$ cat src/rtl/avalon_st_mult_stream.sv
// Avalon-ST unsigned multiplier: collects A then B (MSB byte first) from one packet and
// streams the full-width product back as a 2*NB-beat packet, MSB byte first.
module avalon_st_mult_stream #(
  parameter int unsigned SZ    = 32,
  parameter int unsigned CNT_W = 16
) (
  input  logic             clk_in,
  input  logic             rst,
  input  logic [7:0]       data_in,
  input  logic             valid_in,
  input  logic             startofpacket_in,
  input  logic             endofpacket_in,
  output logic             ready_out,
  output logic [7:0]       data_out,
  output logic             valid_out,
  output logic             startofpacket_out,
  output logic             endofpacket_out,
  input  logic             ready_in,
  output logic             error_out,
  output logic [CNT_W-1:0] pkt_count_out
);

  localparam int unsigned NB    = SZ / 8;
  localparam int unsigned NBEAT = 2 * NB;
  localparam int unsigned IW    = (NBEAT > 1) ? $clog2(NBEAT) : 1;
  localparam logic [IW-1:0] LastIdx = IW'(NBEAT - 1);

  typedef enum logic [1:0] {StRx, StCalc, StTx} state_e;

  state_e              state_q, state_d;
  logic [IW-1:0]       idx_q, idx_d;
  logic [IW-1:0]       tx_idx_q, tx_idx_d;
  logic [SZ-1:0]       a_q, a_d, b_q, b_d;
  logic [2*SZ-1:0]     p_q, p_d;
  logic                ready_q, ready_d;
  logic                valid_q, valid_d;
  logic                sop_q, sop_d;
  logic                eop_q, eop_d;
  logic [7:0]          data_q, data_d;
  logic                err_q, err_d;
  logic [CNT_W-1:0]    cnt_q, cnt_d;
  logic                accept;
  logic [IW-1:0]       tx_nxt;

  // Byte k of the product in transmit order (k = 0 is the most significant byte).
  function automatic logic [7:0] p_byte(input logic [2*SZ-1:0] p, input logic [IW-1:0] k);
    logic [7:0] r;
    r = '0;
    for (int i = 0; i < int'(NBEAT); i++) begin
      if (k == IW'(NBEAT - 1 - i)) r = p[8*i +: 8];
    end
    return r;
  endfunction

  assign accept = ready_q & valid_in;

  always_comb begin
    state_d  = state_q;
    idx_d    = idx_q;
    tx_idx_d = tx_idx_q;
    a_d      = a_q;
    b_d      = b_q;
    p_d      = p_q;
    valid_d  = valid_q;
    sop_d    = sop_q;
    eop_d    = eop_q;
    data_d   = data_q;
    cnt_d    = cnt_q;
    err_d    = 1'b0;
    tx_nxt   = tx_idx_q + IW'(1);
    case (state_q)
      StRx: begin
        if (accept) begin
          if (startofpacket_in) begin
            // SOP+EOP cannot be a complete packet, so it is malformed.
            if (endofpacket_in) begin
              err_d = 1'b1;
              idx_d = '0;
            end else begin
              a_d[SZ-8 +: 8] = data_in;
              idx_d          = IW'(1);
            end
          end else if (idx_q == '0) begin
            err_d = 1'b1;
          end else if (endofpacket_in != (idx_q == LastIdx)) begin
            err_d = 1'b1;
            idx_d = '0;
          end else begin
            for (int i = 0; i < int'(NB); i++) begin
              if (idx_q == IW'(NB - 1 - i))    a_d[8*i +: 8] = data_in;
              if (idx_q == IW'(NBEAT - 1 - i)) b_d[8*i +: 8] = data_in;
            end
            if (idx_q == LastIdx) begin
              state_d = StCalc;
              idx_d   = '0;
            end else begin
              idx_d = idx_q + IW'(1);
            end
          end
        end
      end
      StCalc: begin
        p_d      = {{SZ{1'b0}}, a_q} * {{SZ{1'b0}}, b_q};
        tx_idx_d = '0;
        state_d  = StTx;
      end
      StTx: begin
        if (!valid_q) begin
          valid_d  = 1'b1;
          sop_d    = 1'b1;
          eop_d    = 1'b0;
          data_d   = p_byte(p_q, '0);
          tx_idx_d = '0;
        end else if (ready_in) begin
          if (tx_idx_q == LastIdx) begin
            valid_d = 1'b0;
            sop_d   = 1'b0;
            eop_d   = 1'b0;
            data_d  = '0;
            cnt_d   = cnt_q + CNT_W'(1);
            state_d = StRx;
          end else begin
            tx_idx_d = tx_nxt;
            sop_d    = 1'b0;
            eop_d    = (tx_nxt == LastIdx);
            data_d   = p_byte(p_q, tx_nxt);
          end
        end
      end
      default: state_d = StRx;
    endcase
    ready_d = (state_d == StRx);
  end

  always_ff @(posedge clk_in or negedge rst) begin
    if (!rst) begin
      state_q  <= StRx;
      idx_q    <= '0;
      tx_idx_q <= '0;
      a_q      <= '0;
      b_q      <= '0;
      p_q      <= '0;
      ready_q  <= 1'b0;
      valid_q  <= 1'b0;
      sop_q    <= 1'b0;
      eop_q    <= 1'b0;
      data_q   <= '0;
      err_q    <= 1'b0;
      cnt_q    <= '0;
    end else begin
      state_q  <= state_d;
      idx_q    <= idx_d;
      tx_idx_q <= tx_idx_d;
      a_q      <= a_d;
      b_q      <= b_d;
      p_q      <= p_d;
      ready_q  <= ready_d;
      valid_q  <= valid_d;
      sop_q    <= sop_d;
      eop_q    <= eop_d;
      data_q   <= data_d;
      err_q    <= err_d;
      cnt_q    <= cnt_d;
    end
  end

  assign ready_out         = ready_q;
  assign data_out          = data_q;
  assign valid_out         = valid_q;
  assign startofpacket_out = sop_q;
  assign endofpacket_out   = eop_q;
  assign error_out         = err_q;
  assign pkt_count_out     = cnt_q;

endmodule

$ cat config.mk
export PLATFORM = sky130hd
export DESIGN_NAME = avalon_st_mult_stream
export DESIGN_NICKNAME = d
export VERILOG_FILES = /design/src/rtl/avalon_st_mult_stream.sv
export SDC_FILE = /design/constraint.sdc
export NUM_CORES = 2
export LEC_CHECK = 0
export ABC_AREA = 1
export CAP_MARGIN = 5
export CORE_ASPECT_RATIO = 0.6
export CORE_MARGIN = 2
export CORE_UTILIZATION = 40
export DETAILED_ROUTE_END_ITERATION = 8
export HOLD_SLACK_MARGIN = 0.03
export MAX_ROUTING_LAYER = met4
export PLACE_DENSITY = 0.55
export SLEW_MARGIN = 10
export SYNTH_ARGS = -nofsm -noshare
export SYNTH_HDL_FRONTEND = slang
export SYNTH_SLANG_ARGS = --single-unit
$ cat constraint.sdc
create_clock -name clk_in -period 13.1 [get_ports clk_in]
set_input_delay 2.62 -clock clk_in [delete_from_list [all_inputs] [get_ports clk_in]]
set_output_delay 2.62 -clock clk_in [all_outputs]
set_load 0.02 [all_outputs]
==> Word-level counts from Yosys, hierarchy flattened <==
Cells that the tools add are included.
{ "word_totals": {"register_bits": 165, "latch_bits": 0, "mem_bits_rw": 0, "rom_bits": 0, "input_bits": 14, "elab_cells": 112, "n_memories": 0} }
{ "classes": {"n_addsub": 3, "n_mul": 1, "n_div": 0, "n_lt_le_gt_ge": 0, "eq_ne": 22, "shifts": 0, "n_mux": 45, "n_bitwise": 5, "reduce_logical": 17} }
{ "op_table": {"columns": ["operator", "n"], "rows": [
  ["$mux 8", 13],
  ["$mul 32x32->64", 1],
  ["$reduce_and 6->1", 7],
  ["$eq 3x3->1 const B", 9],
  ["$mux 3", 7],
  ["$add 16x1->16 const B", 1],
  ["$mux 2", 8],
  ["$mux 1", 15],
  ["$eq 3x2->1 const B", 4],
  ["$reduce_and 4->1", 2],
  ["$add 3x1->3 const B", 2],
  ["$eq 3x1->1 const B", 2],
  ["$logic_not 3->1", 2],
  ["$ne 3x3->1 const B", 2],
  ["$pmux 2 s3", 1],
  ["$pmux 3 s2", 1],
  ["$reduce_and 3->1", 2],
  ["$logic_not 2->1", 2],
  ["$ne 2x2->1 const B", 2],
  ["$not 1->1", 4],
  ["$eq 2x1->1 const B", 1],
  ["$eq 2x2->1 const B", 1],
  ["$reduce_and 2->1", 1],
  ["$reduce_bool 2->1", 1],
  ["other kinds (2)", 2]
]} }

==> Depth between registers and ports, before layout <==
{ "depth": {"ltp_word": 13, "depth_mapped": 34, "mapped_depth_nobuf": 32} }

==> Worst setup path before layout <==
OpenSTA, ideal clock, no wires.
{ "synth_path": {"path_kind": "flip-flop to flip-flop", "from": "reg a_q[26]", "to": "reg p_q[62]", "setup_time_ns": 0.118, "t_arrival_ns": 6.364, "path_slack_ns": 6.618, "path_stages_with_launch": 28, "path_buffers": 2, "cell_sequence": "dfrtp_1 -> clkbuf_1 -> clkbuf_1 -> nand2_1 -> fa_1 -> inv_1 -> fa_1 -> inv_1 -> fa_1 -> inv_1 -> fa_1 -> fa_1 -> fa_1 -> fa_1 -> inv_1 -> fa_1 -> inv_1 -> ha_1 -> nand2_1 -> nor2_1 -> inv_2 -> nor3_2 -> and3_1 -> nand2_1 -> nand2_1 -> nand2_1 -> nand3_1 -> nand2_1"} }
{ "synth_between": {"elab_chain_len": 1} }
{ "synth_rtl": {"columns": ["element", "line_no", "rtl"], "rows": [
  ["start: declaration", "33", "logic [SZ-1:0] a_q, a_d, b_q, b_d;"],
  ["start signal: assignment", "140", "a_q <= '0;"],
  ["start signal: assignment", "154", "a_q <= a_d;"],
  ["$mul 32x32->64", "103", "p_d = {{SZ{1'b0}}, a_q} * {{SZ{1'b0}}, b_q};"],
  ["end signal: assignment", "156", "p_q <= p_d;"],
  ["end: declaration", "34", "logic [2*SZ-1:0] p_q, p_d;"]
]} }
Every way passes these cells.
A chain may end at the register's enable or synchronous reset.

==> Final worst setup path <==
{ "layout_path": {"from": "reg a_q[5]", "to": "reg p_q[21]"} }
The elaborated chain is that of the path after synthesis.

==> flow_summary.ini <==
[place]
dp.final_hpwl_um = 114000
place_congestion = 1.03
place_area_mm2 = 0.0450
placed_cells = 7041
numPortBuffers = 42

[finish]
diodes = 0
final-instance-count-excl-fill = 7073
nFillCells = 11000
final_layout_size_suffix_gt1_share_pct = 2.97
fin_nets = 6821
design_area_mm2 = 0.0457
syn_to_final_growth_pct = 5.27

[yosys]
ys_warn_count = 0
syn-num-nets = 6971
synth.distinct_cells = 38
synth_edf_count = 0
yosysSeqAreaShare_pct = 9.52
synth-seq-cells = 165
synth_area_mm2 = 0.0434
ys_async_sr_fraction_pct = 100
ys.flop_type = dfrtp_1
synth.avg_cell_area_um2 = 7.50
syn_inst = 5785

[global_route]
grt_max_degree = 74
grt_pass1_wl_um = 219000
antenna_found_initial = 0
grt-ovfl-total = 0
grt_pass1_vias = 34700
grt.total_usage_pct = 26.9

[drt]
route.detailed.drc = 0
via_per_inst = 4.85
wl_per_cell_um = 19.7
ant_nets = 0
dr.first_iter.drc_count = 3307
dr.pass1.iters = 6
wirelength_um = 139000
vias = 34300

[clock_network]
cts-buffers-inserted = 17
clock_path_buffers = 2
cts_tree = yes
root_buffer = clkbuf_16
h-tree-depth = 4
clkLatencyLatePin_ps = 510
clk_pin_slew_ps = 90
postCtsHoldBufs = 0
cts_resized = 0
clock-sinks = 165
post_cts_buffers = 0

[critical_path]
required_ps = 13450
max_stage_delay_ps = 960
start_kind = register
critPathMaxFanout = 18
crit_slowest_cell = dfrtp_1
crit_type = register to register
critPathCaptureType = register
crit_path_frequent_cell = fa_1
crit_path_cell_trace = buf_4 > nand2_1 > fa_1 > inv_1 > fa_1 > fa_1 > inv_1 > fa_1 > inv_1 > fa_1 > ha_1 > fa_1 > inv_1 > fa_1 > inv_1 > ha_1 > nand2_1 > inv_1 > nand2_1 > nand2_1 > a21oi_1 > nand2_1 > xnor2_1 > o21ai_0
cp.arrival_ps = 9130

[floorplan]
core_area_mm2 = 0.107
die_w_um = 429
die_y_um = 259
die_area_mm2 = 0.111
ios = 43
row_count = 93
start_util_pct = 40.4

[power]
pwr-share-clk_pct = 22.8
switchingPower_uw = 1320
vdd.ir_drop.worst_uv = 103
pwr-share-comb_pct = 50.7
p_per_area_mw_per_mm2 = 54.9
seqPwrFrac_pct = 26.5
p_leak_uw = 0.0284
p_sw_share_pct = 52.7
p_int_uw = 1190
total_power_uw = 2510

[run_status]
outcome = finished clean

[worst_hold_path]
min_path_type = register to register

[sta]
relSlewSlack_pct = 32.2
post-route-period-util_pct = 67.0
setup_tns_ps = 0
hold-worst-slack_ps = 481
finalHoldViolCount = 0
clock_skew_ps = 17.8
worst_pin_slew_ps = 1020
layout_min_cycle_time_ps = 8770
rsz0062_at_grt = no
drv_slew = 0
fmax_mhz = 114
finalSetupViolCount = 0

[run]
cap_viol_max_count = 0
[cell type report]
class / count / area, µm² / area share [%]
Tap cell: 1425 / 1780 / 3.90
Multi-Input combinational cell: 3558 / 31500 / 68.9
Inverter: 1776 / 6670 / 14.6
Clock buffer: 17 / 425 / 0.932
Sequential cell: 165 / 4130 / 9.04
Timing Repair Buffer: 117 / 985 / 2.16
Clock inverter: 15 / 203 / 0.444
[sequential cells by signal, summed over array words and instances, names as in the netlist]
register           count
a_q                   32
b_q                   32
data_out               8
endofpacket_out        1
error_out              1
idx_q                  3
p_q                   64
pkt_count_out         16
ready_out              1
startofpacket_out      1
state_q                2
tx_idx_q               3
valid_out              1
[worst paths after layout]
path / start / end / slack [ps] / cells past startpoint
worst max-delay path: a_q[5] / p_q[21] / 4330 / 24
worst min-delay path: pkt_count_out[15] / pkt_count_out[15] / 480 / 1
worst max register to register: a_q[5] / p_q[21] / 4330 / 24
worst min register to register: pkt_count_out[15] / pkt_count_out[15] / 480 / 1
max in group asynchronous: rst / b_q[11] / 8840 / 3
min in group asynchronous: rst / data_out[3] / 2040 / 1
[power groups by stage]
stage	Combinational [µW]	Sequential, µW	Clock, µW
after detailed placement	1250	674	0
final	1270	666	572
after CTS	1260	665	577
after floorplan	766	628	0
after global routing	1380	677	597
after global placement	1250	672	0
[cell usage after synthesis, types with 22 or more instances]
| cell type | count | share of area [%] |
|---|---|---|
| nand4_1 | 22 | 0.32 |
| a21oi_1 | 70 | 0.81 |
| fa_1 | 896 | 41 |
| dfrtp_1 | 165 | 9.5 |
| clkbuf_1 | 271 | 2.3 |
| nor2_1 | 116 | 1.0 |
| nand2_1 | 1789 | 15 |
| ha_1 | 276 | 8.0 |
| o21bai_1 | 23 | 0.40 |
| xnor2_1 | 30 | 0.61 |
| nand3_1 | 143 | 1.6 |
| o21ai_0 | 66 | 0.76 |
| inv_1 | 1768 | 15 |
| o21ai_1 | 32 | 0.37 |
[cell usage in the layout, fill, tap and decap left out, types with 5 or more instances in the layout]
cell	instances
nor2_2	6
fa_1	896
clkinv_8	5
nand4_4	5
o21ai_1	32
buf_4	75
xnor2_1	30
xor2_1	9
nand3_1	143
nand2_1	1789
o21ai_2	18
clkbuf_16	17
nor2_1	115
ha_1	276
nand3b_1	6
inv_1	1767
o21ai_0	66
dfrtp_1	164
a21oi_1	70
nand4_1	22
inv_2	8
o21bai_1	23
clkdlybuf4s50_1	41
nor3_1	19
[metrics by stage]
stage | worst slack [ps] | utilization [%]
6_report | 4330 | 42.5
5_1_grt | 4180 | 42.5
4_1_cts | 4710 | 42.5
3_5_place_dp | 4790 | 41.9
3_3_place_gp | 4740 | 41.9
2_1_floorplan | 6620 | -
[worst max-delay path, delay by kind of cell (launching register included)]
kind	cells	cell delay, ps
AO/OA/AOI/OAI	2	900
XOR/XNOR	1	860
adder cells (fa/ha/maj)	9	4130
buffers and inverters	7	760
flip-flops	1	960
AND/OR/NAND/NOR	5	960
[kinds of logic (layout without fill, tap and decap cells)]
| kind of cell | after synthesis | after routing | share of synthesized area [%] |
|---|---|---|---|
| xor gates and xnor gates | 39 | 39 | 0.787 |
| adders and majority gates | 1172 | 1172 | 49.3 |
| DFF | 165 | 165 | 9.52 |
| AOI/OAI and AO/OA | 212 | 212 | 2.75 |
| and+or+nand+nor | 2135 | 2135 | 19.7 |
| buffers and inverters | 2062 | 1925 | 17.9 |
[per-layer routing]
layer	track usage [%]	vias up	part of all wire [%]
li1	-	15800	-
met1	43.7	17200	52
met2	34.7	1229	38
met3	4.91	68	8.8
met4	3.15	0	0.81
met5	-	-	0
Power figures use the tool's default switching activity.
